===== src/rtl/speech_pkg.sv =====
// Shared types and constants for the phoneme playback path.
// The default phoneme address table also lives here so the ROM and any
// other user agree on one set of contents.
package speech_pkg;

    localparam int CODE_W = 6;
    localparam int ADDR_W = 24;

    typedef enum logic [2:0] {
        ST_IDLE   = 3'd0,
        ST_LOOKUP = 3'd1,
        ST_LOAD   = 3'd2,
        ST_PLAY   = 3'd3,
        ST_GAP    = 3'd4
    } seq_state_t;

    typedef struct packed {
        logic [ADDR_W-1:0] start;
        logic [ADDR_W-1:0] finish;
    } phoneme_addr_t;

    // Phoneme address table (mirrors phoneme_addr.hex). Each phoneme owns a
    // 64 KiB flash window and uses its first 4 KiB; code 5 sits low in flash
    // and code 2 is a deliberately corrupt entry (finish below start).
    function automatic phoneme_addr_t default_entry(input logic [CODE_W-1:0] code);
        phoneme_addr_t e;
        case (code)
            6'd2: begin
                e.start  = 24'h000800;
                e.finish = 24'h0007FF;
            end
            6'd5: begin
                e.start  = 24'h001000;
                e.finish = 24'h001FFF;
            end
            default: begin
                e.start  = {{(ADDR_W-CODE_W-16){1'b0}}, code, 16'h0000};
                e.finish = {{(ADDR_W-CODE_W-16){1'b0}}, code, 16'h0FFF};
            end
        endcase
        return e;
    endfunction

endpackage


===== src/rtl/phoneme_addr_rom.sv =====
// Registered code -> {start, finish} flash address ROM.
// One clock of latency: the entry for code_i appears on entry_o after the
// next rising clock edge.
module phoneme_addr_rom
    import speech_pkg::*;
(
    input  logic              clk,
    input  logic              reset,
    input  logic [CODE_W-1:0] code_i,
    output phoneme_addr_t     entry_o
);

    phoneme_addr_t entry_q;

    // Registered table read.
    always_ff @(posedge clk or posedge reset) begin
        if (reset) begin
            entry_q <= '0;
        end else begin
            entry_q <= default_entry(code_i);
        end
    end

    assign entry_o = entry_q;

endmodule


===== src/rtl/phoneme_sequencer.sv =====
// Phoneme playback scheduler: buffers phoneme codes in a FIFO, looks each
// one up in the address ROM and runs the flash player one phoneme at a time.
// Optional feature macro: PHONEME_GAP_EN inserts GAP_SYNCS sync pulses of
// silence after every phoneme.
//
// Code input handshake: a code is taken on a clock edge where code_valid and
// code_ready are both high and flush is low. code_ready is registered from
// the FIFO count, so a full FIFO refuses a push even when a pop happens in
// the same cycle; a refused push sets the sticky overflow flag.
module phoneme_sequencer
    import speech_pkg::*;
#(
    parameter int QUEUE_DEPTH = 8,
    parameter int GAP_SYNCS   = 64
) (
    input  logic                         clk,
    input  logic                         reset,
    input  logic [CODE_W-1:0]            code_in,
    input  logic                         code_valid,
    output logic                         code_ready,
    input  logic                         flush,
    input  logic                         sync,
    input  logic                         player_done,
    output logic                         player_start,
    output logic                         play,
    output logic [ADDR_W-1:0]            start_addr,
    output logic [ADDR_W-1:0]            finish_addr,
    output logic                         busy,
    output logic [$clog2(QUEUE_DEPTH):0] queue_count,
    output logic                         overflow,
    output logic                         bad_entry,
    output seq_state_t                   dbg_state
);

    localparam int PTR_W = $clog2(QUEUE_DEPTH);
    localparam int CNT_W = PTR_W + 1;
    localparam logic [CNT_W-1:0] FULL_COUNT = CNT_W'(QUEUE_DEPTH);

    logic [CODE_W-1:0] mem_q [QUEUE_DEPTH];
    logic [PTR_W-1:0]  wr_ptr_q, rd_ptr_q;
    logic [CNT_W-1:0]  count_q, count_d;
    logic              ready_q;
    logic              overflow_q;

    seq_state_t        state_q;
    logic [CODE_W-1:0] rom_code_q;
    phoneme_addr_t     rom_entry;
    logic [ADDR_W-1:0] start_addr_q, finish_addr_q;
    logic              start_q;
    logic              done_prev_q;
    logic              bad_q;

    logic push, pop;

    assign push = code_valid && ready_q && !flush;
    assign pop  = (state_q == ST_IDLE) && (count_q != '0) && !flush;

    // Next FIFO occupancy; push and pop together leave it unchanged.
    always_comb begin
        count_d = count_q;
        if (flush) begin
            count_d = '0;
        end else if (push && !pop) begin
            count_d = count_q + 1'b1;
        end else if (pop && !push) begin
            count_d = count_q - 1'b1;
        end
    end

    // FIFO storage; contents need no reset because count gates every read.
    always_ff @(posedge clk) begin
        if (push) begin
            mem_q[wr_ptr_q] <= code_in;
        end
    end

    // FIFO pointers, occupancy, registered ready and overflow flag.
    always_ff @(posedge clk or posedge reset) begin
        if (reset) begin
            wr_ptr_q   <= '0;
            rd_ptr_q   <= '0;
            count_q    <= '0;
            ready_q    <= 1'b0;
            overflow_q <= 1'b0;
        end else begin
            count_q <= count_d;
            ready_q <= (count_d != FULL_COUNT);
            if (flush) begin
                wr_ptr_q <= '0;
                rd_ptr_q <= '0;
            end else begin
                if (push) wr_ptr_q <= wr_ptr_q + 1'b1;
                if (pop)  rd_ptr_q <= rd_ptr_q + 1'b1;
                if (code_valid && !ready_q) overflow_q <= 1'b1;
            end
        end
    end

    phoneme_addr_rom u_rom (
        .clk     (clk),
        .reset   (reset),
        .code_i  (rom_code_q),
        .entry_o (rom_entry)
    );

`ifdef PHONEME_GAP_EN
    localparam int GAP_W = $clog2(GAP_SYNCS + 1);
    logic [GAP_W-1:0] gap_cnt_q;
`else
    // Without the gap feature, sync and GAP_SYNCS have no effect.
    logic        unused_sync;
    logic [31:0] unused_gap_syncs;
    assign unused_sync      = sync;
    assign unused_gap_syncs = GAP_SYNCS;
`endif

    // Playback FSM with registered player handshake and address outputs.
    always_ff @(posedge clk or posedge reset) begin
        if (reset) begin
            state_q       <= ST_IDLE;
            rom_code_q    <= '0;
            start_addr_q  <= '0;
            finish_addr_q <= '0;
            start_q       <= 1'b0;
            done_prev_q   <= 1'b0;
            bad_q         <= 1'b0;
`ifdef PHONEME_GAP_EN
            gap_cnt_q     <= '0;
`endif
        end else begin
            // Tracked in every state so a done level left over from the
            // previous phoneme is never mistaken for a fresh completion.
            done_prev_q <= player_done;
            if (flush) begin
                state_q <= ST_IDLE;
                start_q <= 1'b0;
`ifdef PHONEME_GAP_EN
                gap_cnt_q <= '0;
`endif
            end else begin
                case (state_q)
                    ST_IDLE: begin
                        if (pop) begin
                            rom_code_q <= mem_q[rd_ptr_q];
                            state_q    <= ST_LOOKUP;
                        end
                    end
                    ST_LOOKUP: begin
                        state_q <= ST_LOAD;
                    end
                    ST_LOAD: begin
                        if (rom_entry.finish < rom_entry.start) begin
                            bad_q   <= 1'b1;
                            state_q <= ST_IDLE;
                        end else begin
                            start_addr_q  <= rom_entry.start;
                            finish_addr_q <= rom_entry.finish;
                            start_q       <= 1'b1;
                            state_q       <= ST_PLAY;
                        end
                    end
                    ST_PLAY: begin
                        if (player_done && !done_prev_q) begin
                            start_q <= 1'b0;
`ifdef PHONEME_GAP_EN
                            gap_cnt_q <= '0;
                            state_q   <= ST_GAP;
`else
                            state_q <= ST_IDLE;
`endif
                        end
                    end
`ifdef PHONEME_GAP_EN
                    ST_GAP: begin
                        if (sync) begin
                            if (gap_cnt_q == GAP_W'(GAP_SYNCS - 1)) begin
                                gap_cnt_q <= '0;
                                state_q   <= ST_IDLE;
                            end else begin
                                gap_cnt_q <= gap_cnt_q + 1'b1;
                            end
                        end
                    end
`endif
                    default: begin
                        state_q <= ST_IDLE;
                    end
                endcase
            end
        end
    end

    assign code_ready   = ready_q;
    assign player_start = start_q;
    assign play         = start_q;
    assign start_addr   = start_addr_q;
    assign finish_addr  = finish_addr_q;
    assign busy         = (state_q != ST_IDLE) || (count_q != '0);
    assign queue_count  = count_q;
    assign overflow     = overflow_q;
    assign bad_entry    = bad_q;
    assign dbg_state    = state_q;

endmodule


===== config.mk =====
export PLATFORM = sky130hd
export DESIGN_NAME = phoneme_sequencer
export DESIGN_NICKNAME = d
export VERILOG_FILES = /design/src/rtl/speech_pkg.sv /design/src/rtl/phoneme_addr_rom.sv /design/src/rtl/phoneme_sequencer.sv
export SDC_FILE = /design/constraint.sdc
export NUM_CORES = 1
export LEC_CHECK = 0
export CAP_MARGIN = 20
export CORE_ASPECT_RATIO = 0.6
export CORE_UTILIZATION = 52
export DETAILED_ROUTE_END_ITERATION = 10
export PLACE_DENSITY = 0.81
export SYNTH_ARGS = -nofsm -noshare
export SYNTH_HDL_FRONTEND = slang
export SYNTH_SLANG_ARGS = --single-unit

===== constraint.sdc =====
create_clock -name clk -period 2.52 [get_ports clk]
set_input_delay 0.378 -clock clk [delete_from_list [all_inputs] [get_ports clk]]
set_output_delay 0.378 -clock clk [all_outputs]
set_load 0.05 [all_outputs]

==> results.md, run 1 <==
* Crit-path cells: inv_1 > ha_1 > nor3b_1 > nand2_1 > buf_4
* EDFF count, synth at 48
* First-pass GRT wire length at 10.75 mm
* GPL Wtd Cong at 0.8582
* Worst flop-to-flop path endpoint: code_ready$_DFF_PP0_
* Clock period minus worst slack at 2.286 ns
* Buffers on Ports at 49
* # IOs at 73
* DP HPWL at 4.782 mm
* Final hold violation count at 0
* Average cell area after synthesis at 14.09 um2
* Switching part of the total at 0.4184
* Routed vias/inst at 5.188
* Rel. slew slack at 0.5912
* Largest stage delay on the critical path at 0.47 ns
* Type of origin of the critical path: flip-flop
* Seq. cell area at 2517 um2
* Buf/Inv on CP at 2
* DR iter-0 viols at 150
* Fin cells at 442
* Status: finished, final reports clean
* Comb power frac at 0.449
* Min Hold Slack at 0.3988 ns
* Wire length per cell at 15.72 um
* Gr usage total at 0.1804
* Multi-input logic area at 1247 um2
* Unrepaired setup endpoints after global routing: false
* Critical-path top delay cell: dfrtp_1
* Post-place setup slack at 0.3577 ns
* Fill cells at 582
* Clk buf depth at 2
* Synth Flop Type: edfxtp_1
* Peak supply drop at 0.5271 mV
* Diodes inserted at 0
* Hold Crit Class: reg -> reg
* Seq/Total Area, Yosys at 0.6138
* Synth async-reset ratio at 0.4725
* Syn Inst Count at 291
* Core Area at 7447 um2
* Worst skew pair latency at 0.34 ns
* Pint at 3566 uW
* Arr. time, crit path at 1.91 ns
* Max FO, Critical Path at 8
* Slew Viols, Final at 0
* Antenna violations before repair at 0
* Initial Util at 0.5507
* # nets final at 349
* Vias at 2293
* Die W at 116.7 um
* Worst Hold End: u_rom.entry_o[20]$_DFF_PP0_
* Die height at 70.79 um
* FF-to-FF path depth at 5
* Cell class contributing the biggest share of worst-path delay: flip-flops
* Mapped Area at 4101 um2
* PwrDens at 1280 nW/um2
* Drt pass-1 iters at 4
* Clock sinks at 91
* Fmax at 437.4 MHz
* Cell taking the most area after synthesis: edfxtp_1
* CTS tree: done
* Clock power share at 0.200
* H-tree levels at 3
* Critical Path Sink Type: output port
* Routed Antenna Nets at 0
* PnR worst setup slack at 0.2339 ns
* Yosys reg bits at 91
* Clock tree root driver cell: clkbuf_16
* Tcrit/Tclk final at 0.9072
* Clock skew at 0.005651 ns
* Final setup fails at 0
* Hold buffer count at cts at 0
* Sequential fraction of design power at 0.351
* CP required at 2.14 ns
* # Post-CTS Setup Buffers at 0
* Netlist cell types at 50
* Setup CP Type: reg -> out
* Die area at 8258 um2
* Final setup TNS at 0 ns
* Largest net degree at the start of global routing at 44
* RR Startpoint: queue_count[0]$_DFF_PP0_
* Top cell type's share of synthesized area at 0.3514
* Switch Pwr at 2566 uW
* Std-Cell Rows at 24
* Synth top area cells: edfxtp_1 35%, dfrtp_1 26%, buf_4 7.5%
* Worst Tran Pin Value at 0.6132 ns
* Area Overhead vs Synth at 16.78%
* Resized Gates After CTS at 0
* Total power at 6132 uW
* Max Cap Violations at 0
* Leak Pwr at 0.001827 uW
* Yosys warns at 0
* Placed cell count at 426
* CTS clk-pin slew, worst paths at 0.06 ns
* Share of cells above drive strength 1 at 0.1775
* Final WL at 6.947 mm
* Reg2reg setup slack at 0.44 ns
* WHS Path Cells at 0
* TritonCTS buffer count at 9
* Post-route DRC at 0
* Vias in the first global route at 2123
* Hold Startpoint: rom_code_q[4]$_DFFE_PP0P_
* Grt total ovfl at 0
## worst reg2reg max path: cells and delay by family (launching register included)
family          cells  cell delay, ns
buf+inv             1            0.15
simple gates        1            0.50
fa+ha+maj           1            0.29
compound gates      2            0.53
flops               1            0.47
## power groups by stage
stage | sequential (uW) | combinational, uW | clock (uW)
after floorplan | 2540 | 1850 | 0
after global placement | 2150 | 2700 | 0
after detailed placement | 2190 | 2750 | 0
after CTS | 2160 | 2770 | 1250
after global routing | 2200 | 2910 | 1300
final | 2150 | 2750 | 1230
## cells by family after synthesis
kind of cell / after synthesis / share of synthesized area
flops: 91 / 0.6138
simple gates: 71 / 0.09396
xor+xnor: 7 / 0.01495
compound gates: 30 / 0.05705
fa+ha+maj: 4 / 0.01220
buf+inv: 59 / 0.1013
mux: 27 / 0.1049
other cells: 2 / 0.001831
## cell type report
type	count	area share
Clock buffer	13	0.05434
Inverter	5	0.003918
Timing Repair Buffer	64	0.1254
Clock inverter	3	0.003135
Sequential cell	91	0.5256
Tap cell	104	0.02717
Multi-Input combinational cell	162	0.2605
## registers in the layout, summed over array words and instances, names as in the netlist
name,flops
rom_code_q,6
dbg_state,2
queue_count,4
mem_q,48
start_addr,7
wr_ptr_q,3
code_ready,1
rd_ptr_q,3
bad_entry,1
finish_addr,3
u_rom.entry_o,10
overflow,1
done_prev_q,1
play,1
## cells in the final DEF (no fill, tap or decap), types with 7 or more instances in the layout
cell             instances
dfrtp_1                 43
edfxtp_1                48
buf_4                   16
nor2_1                  22
mux4_2                  12
mux2_2                   8
conb_1                  23
nand2_1                 10
a21oi_1                 11
mux2i_1                  7
clkbuf_16                9
nand3_1                  8
clkdlybuf4s50_1         48
## routing by layer
metal	up-vias	GRT usage	routed length (um)
met5	-	0	0
met4	0	0.07595	106
met3	11	0.05741	507
met2	89	0.2781	3232
met1	1124	0.2384	3100
li1	1069	-	-
## cells in the mapped netlist (2+ instances only)
cell type / instances
nor4_1: 2
nand2_1: 10
nand3_1: 8
nand2b_1: 5
dfrtp_1: 43
inv_1: 4
xor2_1: 5
nor3_1: 4
and3_1: 2
mux2_2: 8
buf_4: 41
and2_1: 2
mux2i_1: 7
o21bai_1: 3
buf_6: 5
conb_1: 2
nor2_1: 22
a2111oi_1: 2
xnor2_1: 2
mux4_2: 12
edfxtp_1: 48
or3_1: 3
a21oi_1: 11
a21o_1: 2
buf_2: 2
nor2b_1: 3
clkbuf_1: 5
ha_1: 4
a311oi_1: 3
## how the worst max path moves through the flow
stage / cells past startpoint / slack [ns] / startpoint / to
2_1_floorplan: 4 / 0.34 / code_ready$_DFF_PP0_ / mem_q[0][0]$_DFFE_PP_
3_3_place_gp: 6 / 0.39 / code_valid / code_ready$_DFF_PP0_
3_5_place_dp: 6 / 0.36 / code_valid / code_ready$_DFF_PP0_
4_1_cts: 5 / 0.24 / queue_count[0]$_DFF_PP0_ / busy
5_1_grt: 5 / 0.1 / queue_count[0]$_DFF_PP0_ / busy
6_report: 5 / 0.23 / queue_count[0]$_DFF_PP0_ / busy
## metrics by stage
step,instance area (um2),util
floorplan,4180,-
global route,4790,0.6431
global placement,4514,0.6062
finish,4790,0.6431
detailed placement,4514,0.6062
CTS,4790,0.6431
Power figures use the tool's default switching activity.
==> run 2, diff against run 1 <==
GPL_ROUTABILITY_DRIVEN = 0   (was default)
HOLD_SLACK_MARGIN = 0.02   (was default)
SLEW_MARGIN = 0   (was default)
==> results of run 2 <==
Same layout as run 1: the final DEF is identical, and so are final timing and power.
